### config.mk
export PLATFORM = sky130hd
export DESIGN_NAME = serial_echo_initiator
export DESIGN_NICKNAME = d
export VERILOG_FILES = /design/src/rtl/serial_echo_initiator.sv
export SDC_FILE = /design/constraint.sdc
export NUM_CORES = 1
export LEC_CHECK = 0
export ABC_AREA = 1
export CAP_MARGIN = 10
export CORE_UTILIZATION = 60
export CTS_CLUSTER_DIAMETER = 120
export CTS_CLUSTER_SIZE = 14
export DETAILED_ROUTE_END_ITERATION = 7
export PLACE_DENSITY_LB_ADDON = 0.12
export SYNTH_ARGS = -nofsm -noshare
export SYNTH_HDL_FRONTEND = slang
export SYNTH_SLANG_ARGS = --single-unit
### constraint.sdc
create_clock -name in_clk -period 2.14 [get_ports in_clk]
set_input_delay 0.428 -clock in_clk [delete_from_list [all_inputs] [get_ports in_clk]]
set_output_delay 0.428 -clock in_clk [all_outputs]
set_load 0.05 [all_outputs]
### src/rtl/serial_echo_initiator.sv
// serial_echo_initiator
//   Self-test master for an asynchronous serial echo link. Sends NUM_WORDS
//   words (START_WORD, START_WORD+1, ...) one at a time on out_serial. After
//   each word it waits for the far end to echo the word back on in_serial.
//   It then compares the echo with the sent word and counts bad words.
// Ports
//   in_clk / in_rst      : main clock, asynchronous active-low reset
//   in_start             : starts a run; only looked at while idle
//   out_serial           : transmit line, idle high
//   in_serial            : echo line, asynchronous to in_clk
//   out_busy / out_done  : run in progress / one-cycle end-of-run pulse
//   out_pass             : last run finished with zero errors
//   out_err_count        : saturating count of bad words (timeout, framing, data)
//   out_last_tx/_rx      : last word sent / last word received (0 on timeout)
module serial_echo_initiator #(
  parameter int              BITS          = 8,
  parameter int              MAIN_CLK_HZ   = 27_000_000,
  parameter int              SERIAL_CLK_HZ = 115_200,
  parameter int              NUM_WORDS     = 16,
  parameter logic [BITS-1:0] START_WORD    = 8'h41,
  parameter int              TIMEOUT_BITS  = 32
) (
  input  logic            in_clk,
  input  logic            in_rst,
  input  logic            in_start,
  output logic            out_serial,
  input  logic            in_serial,
  output logic            out_busy,
  output logic            out_done,
  output logic            out_pass,
  output logic [7:0]      out_err_count,
  output logic [BITS-1:0] out_last_tx,
  output logic [BITS-1:0] out_last_rx
);

  localparam int              BIT_CYC   = MAIN_CLK_HZ / SERIAL_CLK_HZ;
  localparam int              BW        = (BITS > 1) ? $clog2(BITS) : 1;
  localparam logic [31:0]     CYC_LAST  = 32'(BIT_CYC - 1);
  localparam logic [31:0]     HALF_LAST = 32'(BIT_CYC / 2 - 1);
  localparam logic [31:0]     TO_LAST   = 32'(TIMEOUT_BITS * BIT_CYC - 1);
  localparam logic [BW-1:0]   BIT_LAST  = BW'(BITS - 1);
  localparam logic [7:0]      IDX_LAST  = 8'(NUM_WORDS - 1);

  typedef enum logic [3:0] {
    S_IDLE, S_TX_START, S_TX_DATA, S_TX_STOP, S_RX_WAIT,
    S_RX_HALF, S_RX_DATA, S_RX_STOP, S_COMPARE, S_DONE
  } state_t;

  state_t          state_q, state_d;
  logic [31:0]     cnt_q, cnt_d;        // bit timer, counts down to 0
  logic [31:0]     to_q, to_d;          // echo timeout, counts down to 0
  logic [BW-1:0]   bit_idx_q, bit_idx_d;
  logic [7:0]      idx_q, idx_d;        // word index within the run
  logic [BITS-1:0] tx_sh_q, tx_sh_d;
  logic [BITS-1:0] rx_sh_q, rx_sh_d;
  logic            tx_q, tx_d;
  logic            busy_q, busy_d;
  logic            done_q, done_d;
  logic            pass_q, pass_d;
  logic [7:0]      err_q, err_d;
  logic [BITS-1:0] last_tx_q, last_tx_d;
  logic [BITS-1:0] last_rx_q, last_rx_d;
  logic            tout_q, tout_d;
  logic            ferr_q, ferr_d;
  logic            sync1_q, sync2_q, sync3_q;

  logic            cnt_zero, rx_fall, word_bad;
  logic [31:0]     cnt_dec;
  logic [7:0]      err_inc;

  assign cnt_zero = (cnt_q == 32'd0);
  assign cnt_dec  = cnt_q - 32'd1;
  // sync3 only remembers the previous synchronised value, for edge detection
  assign rx_fall  = sync3_q & ~sync2_q;
  assign word_bad = tout_q | ferr_q | (last_rx_q != last_tx_q);
  assign err_inc  = (err_q == 8'hFF) ? err_q : err_q + 8'd1;

  always_comb begin
    state_d   = state_q;
    cnt_d     = cnt_q;
    to_d      = to_q;
    bit_idx_d = bit_idx_q;
    idx_d     = idx_q;
    tx_sh_d   = tx_sh_q;
    rx_sh_d   = rx_sh_q;
    tx_d      = tx_q;
    busy_d    = busy_q;
    done_d    = 1'b0;
    pass_d    = pass_q;
    err_d     = err_q;
    last_tx_d = last_tx_q;
    last_rx_d = last_rx_q;
    tout_d    = tout_q;
    ferr_d    = ferr_q;
    case (state_q)
      S_IDLE: begin
        tx_d = 1'b1;
        if (in_start) begin
          err_d     = 8'd0;
          pass_d    = 1'b0;
          idx_d     = 8'd0;
          busy_d    = 1'b1;
          last_tx_d = START_WORD;
          tx_sh_d   = START_WORD;
          tx_d      = 1'b0;
          cnt_d     = CYC_LAST;
          state_d   = S_TX_START;
        end
      end
      S_TX_START: begin
        if (cnt_zero) begin
          tx_d      = tx_sh_q[0];
          tx_sh_d   = tx_sh_q >> 1;
          bit_idx_d = '0;
          cnt_d     = CYC_LAST;
          state_d   = S_TX_DATA;
        end else cnt_d = cnt_dec;
      end
      S_TX_DATA: begin
        if (cnt_zero) begin
          cnt_d = CYC_LAST;
          if (bit_idx_q == BIT_LAST) begin
            tx_d    = 1'b1;
            state_d = S_TX_STOP;
          end else begin
            tx_d      = tx_sh_q[0];
            tx_sh_d   = tx_sh_q >> 1;
            bit_idx_d = bit_idx_q + BW'(1);
          end
        end else cnt_d = cnt_dec;
      end
      S_TX_STOP: begin
        if (cnt_zero) begin
          to_d    = TO_LAST;
          state_d = S_RX_WAIT;
        end else cnt_d = cnt_dec;
      end
      S_RX_WAIT: begin
        if (to_q == 32'd0) begin
          tout_d    = 1'b1;
          last_rx_d = '0;
          state_d   = S_COMPARE;
        end else begin
          to_d = to_q - 32'd1;
          if (rx_fall) begin
            cnt_d   = HALF_LAST;
            state_d = S_RX_HALF;
          end
        end
      end
      S_RX_HALF: begin
        // timeout keeps running so a noisy line cannot stall the run forever
        if (to_q != 32'd0) to_d = to_q - 32'd1;
        if (cnt_zero) begin
          if (!sync2_q) begin
            cnt_d     = CYC_LAST;
            bit_idx_d = '0;
            state_d   = S_RX_DATA;
          end else state_d = S_RX_WAIT;   // glitch, not a start bit
        end else cnt_d = cnt_dec;
      end
      S_RX_DATA: begin
        if (cnt_zero) begin
          rx_sh_d = {sync2_q, rx_sh_q[BITS-1:1]};
          cnt_d   = CYC_LAST;
          if (bit_idx_q == BIT_LAST) state_d = S_RX_STOP;
          else bit_idx_d = bit_idx_q + BW'(1);
        end else cnt_d = cnt_dec;
      end
      S_RX_STOP: begin
        if (cnt_zero) begin
          ferr_d    = ~sync2_q;
          last_rx_d = rx_sh_q;
          state_d   = S_COMPARE;
        end else cnt_d = cnt_dec;
      end
      S_COMPARE: begin
        if (word_bad) err_d = err_inc;
        tout_d = 1'b0;
        ferr_d = 1'b0;
        if (idx_q == IDX_LAST) begin
          busy_d  = 1'b0;
          done_d  = 1'b1;
          pass_d  = (err_d == 8'd0);
          state_d = S_DONE;
        end else begin
          idx_d     = idx_q + 8'd1;
          last_tx_d = last_tx_q + BITS'(1);
          tx_sh_d   = last_tx_q + BITS'(1);
          tx_d      = 1'b0;
          cnt_d     = CYC_LAST;
          state_d   = S_TX_START;
        end
      end
      S_DONE:  state_d = S_IDLE;
      default: state_d = S_IDLE;
    endcase
  end

  always_ff @(posedge in_clk or negedge in_rst) begin
    if (!in_rst) begin
      state_q   <= S_IDLE;
      cnt_q     <= 32'd0;
      to_q      <= 32'd0;
      bit_idx_q <= '0;
      idx_q     <= 8'd0;
      tx_sh_q   <= '0;
      rx_sh_q   <= '0;
      tx_q      <= 1'b1;
      busy_q    <= 1'b0;
      done_q    <= 1'b0;
      pass_q    <= 1'b0;
      err_q     <= 8'd0;
      last_tx_q <= '0;
      last_rx_q <= '0;
      tout_q    <= 1'b0;
      ferr_q    <= 1'b0;
      sync1_q   <= 1'b1;
      sync2_q   <= 1'b1;
      sync3_q   <= 1'b1;
    end else begin
      state_q   <= state_d;
      cnt_q     <= cnt_d;
      to_q      <= to_d;
      bit_idx_q <= bit_idx_d;
      idx_q     <= idx_d;
      tx_sh_q   <= tx_sh_d;
      rx_sh_q   <= rx_sh_d;
      tx_q      <= tx_d;
      busy_q    <= busy_d;
      done_q    <= done_d;
      pass_q    <= pass_d;
      err_q     <= err_d;
      last_tx_q <= last_tx_d;
      last_rx_q <= last_rx_d;
      tout_q    <= tout_d;
      ferr_q    <= ferr_d;
      sync1_q   <= in_serial;
      sync2_q   <= sync1_q;
      sync3_q   <= sync2_q;
    end
  end

  assign out_serial    = tx_q;
  assign out_busy      = busy_q;
  assign out_done      = done_q;
  assign out_pass      = pass_q;
  assign out_err_count = err_q;
  assign out_last_tx   = last_tx_q;
  assign out_last_rx   = last_rx_q;

endmodule

# Yosys cells after proc, flatten, opt, wreduce, memory -nomap -nowiden
# Cells that the tools add are included.
[op_classes]
addsub = 6
reduce_logical = 29
bitwise_logic = 4
muxes = 68
eq_ne = 34
[op_table]
columns = ["cell", "n"]
rows = [
  ["$mux W32", 11],
  ["$pmux W32 S6", 1],
  ["$mux W8", 12],
  ["$pmux W32 S3", 1],
  ["$logic_not A32 Y1", 2],
  ["$pmux W8 S2", 4],
  ["$sub A32 B1 Y32 const B", 2],
  ["$mux W4", 12],
  ["$ne A2 B2 Y1 const B", 19],
  ["$pmux W4 S9", 1],
  ["$pmux W8 S4", 1],
  ["$reduce_bool A32 Y1", 1],
  ["$add A8 B1 Y8 const B", 3],
  ["$eq A4 B3 Y1 const B", 4],
  ["$mux W3", 5],
  ["$mux W1", 13],
  ["$reduce_and A6 Y1", 2],
  ["$reduce_and A10 Y1", 1],
  ["$pmux W3 S3", 1],
  ["$reduce_and A3 Y1", 3],
  ["$eq A4 B2 Y1 const B", 2],
  ["$eq A8 B4 Y1 const B", 1],
  ["$eq A8 B8 Y1 const B", 1],
  ["$logic_not A8 Y1", 1],
  ["23 further kinds", 37],
]
[word_totals]
inputBits = 4
ff_bits = 128
word_cells = 160
out_inout_bits = 28

# Logic depth before layout (Yosys ltp)
[logic_depth]
word_depth = 7
depth_mapped = 15
depth_no_buf = 14

# Least setup slack after synthesis
# Ideal clock, no wire load.
[synth_timing]
path_type = "register -> register"
startpoint = "register err_q[1], in the netlist out_err_count[1]"
endpoint = "register pass_q, in the netlist out_pass"
path_stages_with_launch = 14
t_required_ns = 2.074
t_arrival_ns = 1.940
n_path_buf = 0
period_less_slack_ns = 2.006
setup_slack_ns = 0.134
setup_ns = 0.066
cell_sequence = "dfrtp_1 > ha_1 > nand2_1 > nor2_1 > nand2_1 > xor2_1 > inv_1 > nand2_1 > nand2_1 > nor2_1 > nand2_1 > nor2_1 > nand2_1 > nand2_1"
[synth_via]
elab_chain_len = 7
elab_cells_between_ends = 8
classes_between = "add/sub: 1; eq/ne: 1; mux: 5; reduce/logical: 1"
[synth_lines]
columns = ["element", "line_no", "source"]
rows = [
  ["from (decl)", "60", "logic [7:0] err_q, err_d;"],
  ["from (signal assigned)", "233", "err_q <= err_d;"],
  ["$add A8 B1 Y8 / $eq A8 B8 Y1 (equally long branches)", "76", "assign err_inc = (err_q == 8'hFF) ? err_q : err_q + 8'd1;"],
  ["$mux W8", "76", ""],
  ["$mux W8 *", "178", "if (word_bad) err_d = err_inc;"],
  ["$mux W8 *", "95", "case (state_q)"],
  ["$logic_not A8 Y1 *", "184", "pass_d = (err_d == 8'd0);"],
  ["$mux W1 *", "181", "if (idx_q == IDX_LAST) begin"],
  ["$pmux W1 S2 *", "95", ""],
  ["to (signal assigned)", "232", "pass_q <= pass_d;"],
  ["to (decl)", "59", "logic pass_q, pass_d;"],
]
# Every way passes the cells marked *; elsewhere a longest branch is shown, timed or not. The select of a mux whose other input is x is not followed.
# A chain may end at the register's enable or synchronous reset.

# Worst setup path in the final report
[layout_timing]
startpoint = "register err_q[3], in the netlist out_err_count[3]"
endpoint = "output port out_err_count[3]"
[layout_rtl]
columns = ["element", "line_no", "source"]
rows = [
  ["to (decl)", "31", "output logic [7:0] out_err_count,"],
]
# No word-level cell between the ends.

==> qor.txt <==
first-pass GRT wire length -> 35,300 um
Crit path max-delay family -> buffers and inverters
clock group share of total power -> 25.2%
Slowest-stage cell, CP -> clkdlybuf4s50_1
Yosys reg bits -> 128
Yosys top cell by area -> dfrtp_1
netlist area before placement -> 0.00829 mm2
sequential area share after synthesis -> 38.7%
Root Buffer -> clkbuf_16
Worst R2R Start -> cnt_q[20]
post-synthesis mux area share -> 0.272%
ant diodes -> 0
RD Place Congestion -> 0.923
RSZ-0062 raised after global routing -> yes
outcome -> finished clean
FF-to-FF End -> to_q[6]
crit path max fanout -> 5
Core Area -> 0.0133 mm2
Syn Area/Cell -> 6.80 um2
multi-input logic area -> 0.00444 mm2
Setup crit start -> out_err_count[3]
Critical Path AT -> 1.68 ns
worst min-delay path class -> reg2reg
Met3 Routed Length -> 1430 um
fmax -> 0.475 GHz
number of global-route vias before repair -> 7,285
setup TNS after final layout -> 0 ns
slowest stage delay, CP -> 0.83 ns
Worst Path Required -> 1.71 ns
clock latency on the worst-skew pair -> 0.43 ns
Psw -> 5.46 mW
Final Max Slew Viols -> 0
syn nets -> 1,231
buffers and inverters on the worst path -> 1
WL/cell -> 14.8 um
Hold Worst Slack -> 0.359 ns
layout cell share with drive strength beyond 1 -> 12.5%
row cnt -> 42
crit path capture -> out_err_count[3]
top_reg_cell synth -> dfrtp_1
Synth area leaders -> dfrtp_1, nand2_1, nor2_1, inv_1, xor2_1
Tot Pwr -> 12.1 mW
Slew HR -> 63.8%
GR Overflow Total -> 0
layout overhead on the synthesized area -> 18.3%
Pre-antenna DRT Iters -> 5
Peak supply drop -> 1150 uV
Comb power frac -> 47.1%
M1 WL -> 9980 um
post-synthesis xor/xnor area fraction -> 5.71%
clock buffer depth -> 2
drt via density -> 5.45
total number of vias -> 8,061
Max-Cap Viols -> 0
fin crit period -> 2.11 ns
Placed Cells -> 1,438
Final Cycle Share -> 98.4%
Post-Synth Simple-Gate Area -> 37.6%
die height -> 120 um
Max Used Layer -> met4
Worst Tran Pin Value -> 0.539 ns
total CTS buffers -> 17
r2r setup slk -> 0.06 ns
Post-route DRC -> 0
Starting Density -> 62.1%
Async S/R FF share, synth -> 100%
Pleak -> 5.10 nW
type of element launching the critical path -> flop
Iter 0 DRT Violations -> 855
internal power -> 6.67 mW
area fraction of the dominant cell type after synthesis -> 37.4%
# nets final -> 1,303
FF-to-FF path depth -> 13
Stages on worst setup path -> 1
Total GRT Usage -> 31.4%
critical path class -> reg2out
synth warn -> 0
Final Hold Fails -> 0
CTS Sinks -> 128
Die Wd -> 120 um
Synth Area in Compound Gates -> 7.85%
ANT nets after route -> 0
DRT Wirelength -> 22,000 um
H-tree levels -> 4
Critical Path, Cell by Cell -> clkdlybuf4s50_1
most frequent cells in the layout -> nand2_1, nor2_1, inv_1, dfrtp_1, o21ai_0
met2 wire length -> 10,000 um
Fin Clk Skew -> 0.00956 ns
Yosys cell types -> 42
number of synthesized flops with an enable pin -> 0
I/O pin total -> 32
FF/Latch Area -> 0.00321 mm2
Reg power frac -> 27.8%
CTS tree -> built
commonest non-fill, non-tap cell in the layout -> nand2_1
DIE AREA -> 0.0143 mm2
crit end category -> output pin
largest net degree at the start of global routing -> 47
hpwl dp -> 14,800 um
Port Buf Inserts -> 31
fillers -> 1,082
area share of fa/ha/maj cells after synthesis -> 1.21%
main combinational cell family by area after synthesis -> simple AND/OR/NAND/NOR gates
Finished Layout Cells -> 1,480
final setup violation count -> 0
power density over cell area -> 1240 mW/mm2
Clock transition at path regs -> 0.06 ns
Synth Instances -> 1,219
antenna violations before repair -> 0
Switching Share -> 45.0%
==> registers in the layout (all words and copies together), names as in the netlist, 3 cells and up <==
| register | count |
|---|---|
| out_last_tx | 8 |
| tx_sh_q | 8 |
| out_err_count | 8 |
| out_last_rx | 8 |
| to_q | 32 |
| bit_idx_q | 3 |
| cnt_q | 32 |
| rx_sh_q | 8 |
| state_q | 4 |
| idx_q | 8 |
==> cells by family after synthesis <==
family / Yosys count
mux: 1
fa+ha+maj: 8
simple gates: 738
compound gates: 120
xor+xnor: 54
buf+inv: 170
flops: 128
==> worst min path at each step <==
stage          depth (start not counted)  startpoint           end
2_1_floorplan                          0      in_rst  bit_idx_q[0]
3_5_place_dp                           0     sync1_q       sync2_q
4_1_cts                                0     sync1_q       sync2_q
3_3_place_gp                           0     sync1_q       sync2_q
5_1_grt                                0     sync1_q       sync2_q
6_report                               0     sync1_q       sync2_q
==> cell type report <==
type,count,share of cell area [%]
clock buffers,20,4.66
repair buffers,78,7.61
inverters,145,5.73
multi-input cells,921,45.3
well taps,176,2.25
flip-flops and latches,128,32.8
clock inverters,12,1.62
==> power by group through the flow <==
stage	logic (mW)	registers [mW]	clock network [mW]
floorplan	3.97	3.34	0
global placement	5.10	3.35	0
CTS	5.29	3.33	3.07
finish	5.71	3.37	3.05
detailed placement	5.20	3.36	0
global route	6.31	3.42	3.18
==> repair_timing <==
| action | in CTS | in global routing |
|---|---|---|
| hold endpoints to repair | 42 | 0 |
| pin swaps | 0 | 6 |
| gates cloned | 0 | 3 |
| setup buffers | 0 | 6 |
| setup endpoints to repair | 18 | 94 |
| hold buffers | 1 | 0 |
| resized for setup | 10 | 37 |
==> per-layer routing <==
| metal | GRT usage [%] | vias to the layer above |
|---|---|---|
| met4 | 10.3 | 0 |
| met5 | 0 | - |
| met2 | 48.7 | 282 |
| li1 | - | 3984 |
| met1 | 43.8 | 3741 |
| met3 | 6.56 | 54 |
==> metrics by stage <==
stage	worst slack, ns	area [um2]	utilization, %
6_report	0.0333	9800	73.4
5_1_grt	-0.0105	9800	73.4
4_1_cts	0.00584	9590	71.9
3_5_place_dp	0.0325	8970	67.2
3_3_place_gp	0.0685	8970	67.2
2_1_floorplan	0.134	8290	-
==> Yosys cell counts (6+ instances only) <==
library cell and count:
o21ai_0 70, nand2_1 416, nand2_2 6, clkbuf_1 7, nor3_1 25, nor2_1 168, o21ai_1 11, xnor2_1 9
buf_2 8, nand4_1 19, a21oi_1 17, ha_1 8, inv_2 10, dfrtp_1 124, xor2_1 45, inv_1 129
nor2_4 8, nand3_1 70, o22ai_1 11, nor2_2 12
No activity file was read; power rests on OpenSTA's default activity.
